### src/rtl/fixed_add_pipe.sv
// ---------------------------------------------------------------------------
// fixed_add_pipe
//
// Two-stage pipelined two's-complement fixed-point adder with add, subtract,
// accumulate and load modes. It optionally saturates on overflow and reports
// overflow both per beat and as a sticky flag. The binary point does not
// matter here: any Q-format of WIDTH bits passes through unchanged.
//
// Parameters:
//   WIDTH    operand/result width in bits
//   SATURATE 1 = clamp to MAX/MIN on overflow, 0 = wrap modulo 2^WIDTH
//
// Ports:
//   clk, rst     clock (rising edge), asynchronous active-high reset
//   in_valid     operand beat valid
//   in_ready     block accepts a beat this cycle
//   op           00 a+b, 01 a-b, 10 acc+a, 11 acc=a
//   a, b         operands (b is ignored for op 10/11)
//   out_valid    result beat valid
//   out_ready    downstream accepts the result
//   result       sum / difference / accumulator value
//   ovf          overflow occurred on this result beat
//   ovf_sticky   OR of every committed overflow since reset or clear
//   clr_sticky   synchronous clear of ovf_sticky; wins over a same-cycle set
//
// Handshake: a beat moves across an interface on a rising edge where both
// valid and ready are high. out_valid/result/ovf stay stable until the
// beat is taken. in_ready is the combinational inverse of the output stall,
// so the whole pipeline, including acc, freezes while the output is blocked.
// Bubbles are not squeezed out.
// ---------------------------------------------------------------------------
module fixed_add_pipe #(
    parameter int WIDTH    = 16,
    parameter bit SATURATE = 1'b1
) (
    input  logic             clk,
    input  logic             rst,
    input  logic             in_valid,
    output logic             in_ready,
    input  logic [1:0]       op,
    input  logic [WIDTH-1:0] a,
    input  logic [WIDTH-1:0] b,
    output logic             out_valid,
    input  logic             out_ready,
    output logic [WIDTH-1:0] result,
    output logic             ovf,
    output logic             ovf_sticky,
    input  logic             clr_sticky
);

    localparam logic [1:0] OP_ADD  = 2'b00;
    localparam logic [1:0] OP_SUB  = 2'b01;
    localparam logic [1:0] OP_ACC  = 2'b10;
    localparam logic [1:0] OP_LOAD = 2'b11;

    localparam logic [WIDTH-1:0] MAX_VAL = {1'b0, {(WIDTH-1){1'b1}}};
    localparam logic [WIDTH-1:0] MIN_VAL = {1'b1, {(WIDTH-1){1'b0}}};

    logic             stall;
    logic             s1_valid;
    logic [1:0]       s1_op;
    logic [WIDTH-1:0] s1_a;
    logic [WIDTH-1:0] s1_b;
    logic [WIDTH-1:0] acc;

    logic [WIDTH:0]   a_ext;
    logic [WIDTH:0]   b_ext;
    logic [WIDTH:0]   acc_ext;
    logic [WIDTH:0]   wide;
    logic             wide_ovf;
    logic [WIDTH-1:0] s2_res;
    logic             commit_ovf;

    assign stall    = out_valid & ~out_ready;
    assign in_ready = ~stall;

    // Stage 1: operand capture. s1_valid <= in_valid under ~stall is exactly
    // "a beat was accepted", because in_ready == ~stall.
    always_ff @(posedge clk or posedge rst) begin
        if (rst) begin
            s1_valid <= 1'b0;
            s1_op    <= OP_ADD;
            s1_a     <= '0;
            s1_b     <= '0;
        end else if (!stall) begin
            s1_valid <= in_valid;
            s1_op    <= op;
            s1_a     <= a;
            s1_b     <= b;
        end
    end

    // Stage 2 arithmetic. One guard bit is enough to catch overflow: it shows
    // up as the two top bits of the sign-extended result disagreeing.
    always_comb begin
        a_ext   = {s1_a[WIDTH-1], s1_a};
        b_ext   = {s1_b[WIDTH-1], s1_b};
        acc_ext = {acc[WIDTH-1], acc};
        wide    = a_ext;
        case (s1_op)
            OP_ADD:  wide = a_ext + b_ext;
            OP_SUB:  wide = a_ext - b_ext;
            OP_ACC:  wide = acc_ext + a_ext;
            OP_LOAD: wide = a_ext;
            default: wide = a_ext;
        endcase
        wide_ovf = wide[WIDTH] ^ wide[WIDTH-1];
        if (SATURATE && wide_ovf) begin
            // wide[WIDTH] is the true sign of the unclamped result.
            s2_res = wide[WIDTH] ? MIN_VAL : MAX_VAL;
        end else begin
            s2_res = wide[WIDTH-1:0];
        end
    end

    assign commit_ovf = ~stall & s1_valid & wide_ovf;

    // Stage 2 registers. acc is updated from the clamped value so that a
    // saturated accumulator stays pinned instead of wrapping on later adds.
    always_ff @(posedge clk or posedge rst) begin
        if (rst) begin
            out_valid <= 1'b0;
            result    <= '0;
            ovf       <= 1'b0;
            acc       <= '0;
        end else if (!stall) begin
            out_valid <= s1_valid;
            if (s1_valid) begin
                result <= s2_res;
                ovf    <= wide_ovf;
                if (s1_op[1]) begin
                    acc <= s2_res;
                end
            end
        end
    end

    // Sticky overflow. The clear is applied last so it wins over a set.
    always_ff @(posedge clk or posedge rst) begin
        if (rst) begin
            ovf_sticky <= 1'b0;
        end else begin
            ovf_sticky <= (ovf_sticky | commit_ovf) & ~clr_sticky;
        end
    end

endmodule

### config.mk
export PLATFORM = sky130hd
export DESIGN_NAME = fixed_add_pipe
export DESIGN_NICKNAME = d
export VERILOG_FILES = /design/src/rtl/fixed_add_pipe.sv
export SDC_FILE = /design/constraint.sdc
export NUM_CORES = 1
export LEC_CHECK = 0
export ABC_AREA = 1
export CELL_PAD_IN_SITES_DETAIL_PLACEMENT = 1
export CELL_PAD_IN_SITES_GLOBAL_PLACEMENT = 2
export CORE_UTILIZATION = 31
export DETAILED_ROUTE_END_ITERATION = 10
export PLACE_DENSITY_LB_ADDON = 0.1
export SYNTH_ARGS = -nofsm -noshare
export SYNTH_HDL_FRONTEND = slang
export SYNTH_SLANG_ARGS = --single-unit
### constraint.sdc
create_clock -name clk -period 4 [get_ports clk]
set_input_delay 0.4 -clock clk [delete_from_list [all_inputs] [get_ports clk]]
set_output_delay 0.4 -clock clk [all_outputs]
set_load 0.01 [all_outputs]
-- After elaboration in Yosys (flattened, before gate mapping)
Index checks and enable logic that the tools add are counted.
- register bits after elaboration: 70
- logic and storage cells: 30
- mux-type cells: 3
- reduce and logical (&&, ||, !) cells: 3
- bitwise operators: 9
- $add $sub $neg: 3
- eq/ne operators: 3
- operator list (cell ; number):
    case mux 17 bit (4 select lines) ; 1
    adder 16 x 16 -> 17 bit ; 2
    two-way mux 16 bit ; 2
    subtractor 16 x 16 -> 17 bit ; 1
    bitwise AND 1 bit ; 4
    == test 2 bit, second input constant ; 2
    NOT 1 bit ; 3
    AND reduction 3 bit ; 1
    == test 2 x 1 -> 1 bit, second input constant ; 1
    zero test 2 bit ; 1
    AND reduction 2 bit ; 1
    OR 1 bit ; 1
    bitwise XOR 1 bit ; 1

-- Logic depth before layout (Yosys ltp)
- depth after elaboration: 7
- mapped depth: 30
- gate-level depth less buffers: 29

-- Least setup slack after synthesis
OpenSTA, ideal clock, no wires.
- kind: reg-to-reg
- from: reg s1_b[0]
- to: reg acc[2]
- buffers on the path: 1
- cell stages (with the launch flop): 29
- required time: 3883 ps
- slack: 710 ps
- arrival: 3173 ps
- setup time: 117 ps
- path through: dfrtp_1 inv_1 ha_1 nand3_1 nor2_1 inv_1 nor2_1 inv_1 nor3_1 nand3_1 o21ai_0 nand3_1 a22oi_1 ha_1 nand2_1 inv_1 nand2_1 nand2_1 a21oi_2 nand2_2 nand3_2 nand4_2 nand2_2 nand2_4 buf_6 nand2_1 nand2_1 nand2_1 nand2_1
- longest elaborated chain between the ends: 4
- elaborated cells between the ends (all ways): 6
- those cells by class: 2 x add/sub; 3 x mux; 1 x bitwise
- ends and longest elaborated chain (item ; line ; text):
    start, declared ; 63 ; logic [WIDTH-1:0] s1_b;
    start signal, assigned ; 84 ; s1_b <= '0;
    start signal, assigned ; 89 ; s1_b <= b;
    subtractor 16 x 16 -> 17 bit / adder 16 x 16 -> 17 bit (equally long branches) ; 102, 101 ;
    case mux 17 bit (4 select lines) * ; 100 ; case (s1_op)
    two-way mux 16 bit / bitwise XOR 1 bit (equally long branches) ; 110, 107 ;
    two-way mux 16 bit * ; 108 ; if (SATURATE && wide_ovf) begin
    end signal, assigned ; 132 ; acc <= s2_res;
    end, declared ; 64 ; logic [WIDTH-1:0] acc;
Mark *: on every way between the ends. The rest lies on a longest branch, timed or not.
A chain may end at the register's enable or synchronous reset.

-- Worst setup path in the final report
- from: reg s1_b[2]
- to: reg result[8]
- longest elaborated chain between the ends: 4
- elaborated cells between the ends (all ways): 6
- those cells by class: 2 x add/sub; 3 x mux; 1 x bitwise
- ends and longest elaborated chain (item ; line ; text):
    subtractor 16 x 16 -> 17 bit / adder 16 x 16 -> 17 bit (equally long branches) ; 102, 101 ;
    case mux 17 bit (4 select lines) * ; 100 ;
    two-way mux 16 bit / bitwise XOR 1 bit (equally long branches) ; 110, 107 ;
    two-way mux 16 bit * ; 108 ;
    end signal, assigned ; 129 ; result <= s2_res;
    end, declared ; 45 ; output logic [WIDTH-1:0] result,
Marked as above.

==> results.tsv <==
metric	value	unit
result_of_the_run	completed	
avgRoutedWirePerCell	16.6	um
n_antenna_cell	0	
first_global_vias	4379	
postLayoutSetupSlackWorst	0.311	ns
route.detailed.drc	0	
io_buffers	58	
htree_num_levels	3	
topRoutingLayerUsed	met4	
setup_total_negative_slack	0	ns
place_hpwl	10900	um
synth-seq-cells	70	
floorplan.rows	43	
floorplan.die.height	122	um
clock_tree.buffer_depth	2	
worstSetupStartpointType	flop	
cts_tree	done	
fmaxAchievable	271	MHz
layout.core_utilization	40.2	%
totalPowerFinal	3820	uW
hold_viol	0	
syn_inst	627	
irDropWorstVdd	0.229	mV
worst_pin_slew	0.671	ns
fillers	1741	
wire_length_of_the_first_global_routing_pass	23400	um
place_congestion	0.848	
start_util	31.9	%
netlist_area	4450	um^2
path_clk_slew	0.06	ns
postSynthAreaPerCell	7.09	um^2
cts_root_buf	sky130_fd_sc_hd__clkbuf_16	
arrival	3.92	ns
synth_top_cell_by_area	sky130_fd_sc_hd__dfrtp_1	
yosysSeqAreaShare	39.4	%
dp_slack	0.0183	ns
critical_path.max_fanout	18	
power_density_over_the_cells	681	nW/um^2
holdBufCountCts	0	
dr_wl_met2	6610	um
synth-edff-count	0	
fin_crit	3.69	ns
grt_overflow_total	0	
final.setup_skew	0.00489	ns
pin_count_of_the_biggest_net_entering_global_routing	61	
final_layout_size_suffix_gt1_share	10.6	%
antenna_found_initial	0	
yosys.area.top_type_share	39.4	%
postSynthNetCount	687	
gr-usage-all-layers	21.1	%
nNetsFinal	746	
dr.pass1.iters	4	
final_setup_violations	0	
yosys_most_used_dff	sky130_fd_sc_hd__dfrtp_1	
wirelength_met1	7290	um
cp-end-kind	flop	
width_of_the_die	122	um
route.antenna.remaining_nets	0	
routed_met3_length	395	um
initial_detailed_routing_violation_count	270	
count_of_max_cap_constraint_violations	0	
drv_slew	0	
yosys.cell_types.count	41	
core	13900	um^2
timing.setup.critical_path_class	flop to flop	
synthesis.yosys.warnings	0	
clock_insertion_delay_worst_skew	0.34	ns
synthTopCellsByArea	sky130_fd_sc_hd__dfrtp_1, sky130_fd_sc_hd__nand2_1, sky130_fd_sc_hd__o21ai_0	
die_area	14800	um^2
power.static_leakage	0.00278	uW
clkSinkCount	70	
route.vias.total	4207	
async_reset_ff_share	100	%
cts_inserted_buffers	9	
relSlewSlack	54.8	%
drt-vias-per-instance	4.84	
drt_wl_total	14500	um
fin_crit_sh	92.2	%
crit_required	4.23	ns
pin_count	59	
min-delay-path-class	input pin to asynchronous set/reset pin	
areaGrowthSynthToFinish	26.1	%
-- worst max-delay path, cell delays in order (launching register included) --
cell and delay [ns]:
sky130_fd_sc_hd__dfrtp_1 0.37, sky130_fd_sc_hd__inv_2 0.11, sky130_fd_sc_hd__nand3_1 0.15, sky130_fd_sc_hd__nor2_1 0.15, sky130_fd_sc_hd__nand4_1 0.17, sky130_fd_sc_hd__nor3_2 0.29, sky130_fd_sc_hd__nand3_2 0.13, sky130_fd_sc_hd__nor2_1 0.14
sky130_fd_sc_hd__nand2_1 0.09, sky130_fd_sc_hd__nand3_1 0.07, sky130_fd_sc_hd__nand2_1 0.05, sky130_fd_sc_hd__o21ai_1 0.14, sky130_fd_sc_hd__inv_1 0.09, sky130_fd_sc_hd__ha_4 0.30, sky130_fd_sc_hd__nand2_2 0.07, sky130_fd_sc_hd__nor3_2 0.19
sky130_fd_sc_hd__nand2_2 0.07, sky130_fd_sc_hd__nand2_2 0.10, sky130_fd_sc_hd__nand3_2 0.10, sky130_fd_sc_hd__nand3_2 0.09, sky130_fd_sc_hd__nand2_2 0.08, sky130_fd_sc_hd__nand2_2 0.13, sky130_fd_sc_hd__nand2_8 0.12, sky130_fd_sc_hd__nand2_1 0.09
sky130_fd_sc_hd__nand2_1 0.11, sky130_fd_sc_hd__nand2_2 0.11, sky130_fd_sc_hd__nand2_1 0.05
-- sequential cells by signal (all words and copies together) (netlist names) --
name	flops
acc	16
out_valid	1
ovf	1
ovf_sticky	1
result	16
s1_a	16
s1_b	16
s1_op	2
s1_valid	1
-- synth_stat cells (4+ instances only) --
master	n
sky130_fd_sc_hd__xnor2_1	4
sky130_fd_sc_hd__or2_2	4
sky130_fd_sc_hd__dfrtp_1	70
sky130_fd_sc_hd__ha_1	20
sky130_fd_sc_hd__nor2_1	25
sky130_fd_sc_hd__nand3_1	28
sky130_fd_sc_hd__a22oi_1	12
sky130_fd_sc_hd__inv_1	54
sky130_fd_sc_hd__inv_2	5
sky130_fd_sc_hd__xor2_1	4
sky130_fd_sc_hd__nand2_1	256
sky130_fd_sc_hd__nand2_2	9
sky130_fd_sc_hd__o21ai_0	53
sky130_fd_sc_hd__a21oi_1	27
sky130_fd_sc_hd__clkbuf_1	15
-- through the flow --
stage / instance area (um^2) / cells / hold WS [ns]
6_report: 5610 / 870 / 0.450
5_1_grt: 5610 / 870 / 0.495
4_1_cts: 5530 / 869 / 0.457
3_5_place_dp: 5230 / 854 / 0.471
3_3_place_gp: 5230 / 854 / 0.463
2_1_floorplan: 4450 / 627 / 0.442
-- placed cells by master, fill, tap and decap left out, drive strengths merged, types with 13 or more instances in the layout --
master	instances
nor2	27
dfrtp	70
inv	59
buf	13
nand3	31
o21ai	55
clkdlybuf4s50	58
a21oi	29
ha	20
nand2	267
-- area by class of cell --
class	count	area [um^2]	area share, %
Clock buffer	12	246	4.40
Clock inverter	3	45.0	0.803
Inverter	60	225	4.02
Multi-Input combinational cell	474	2420	43.2
Sequential cell	70	1750	31.2
Tap cell	180	225	4.02
Timing Repair Buffer	71	691	12.3
-- worst paths after layout --
| kind | from | endpoint | slack, ns | cells past startpoint |
|---|---|---|---|---|
| min reg2reg | result[15] | result[15] | 0.48 | 2 |
| min | rst | s1_b[2] | 0.45 | 2 |
| max | s1_b[2] | result[8] | 0.31 | 26 |
| min in group clk | result[15] | result[15] | 0.48 | 2 |
| max in group asynchronous | rst | s1_a[7] | 2.45 | 3 |
| max reg2reg | s1_b[2] | result[8] | 0.31 | 26 |
-- timing repair --
action	in CTS	in global routing
cloned	0	0
setup endpoints to repair	1	32
gates resized for setup	1	21
pin swaps	0	3
buffers inserted	0	1
-- metal layers --
layer / GRT usage, % / vias up
met5: 0 / -
met4: 6.71 / 0
met3: 2.72 / 11
met2: 33.2 / 50
met1: 29.8 / 2027
li1: - / 2119
-- logic make-up after synthesis --
kind of cell | after synthesis | share of synthesized area, %
simple gates | 342 | 32.2
compound gates | 103 | 12.9
buf+inv | 83 | 7.85
fa+ha+maj | 21 | 6.08
xor+xnor | 8 | 1.58
flops | 70 | 39.4
-- power breakdown --
part	switching (uW)	total, uW	internal [uW]	leakage [uW]
sequential	150	1070	921	0.000852
clock	322	819	497	0.000135
combinational	1170	1930	759	0.00180
total	1640	3820	2180	0.00278
Power figures use the tool's default switching activity.
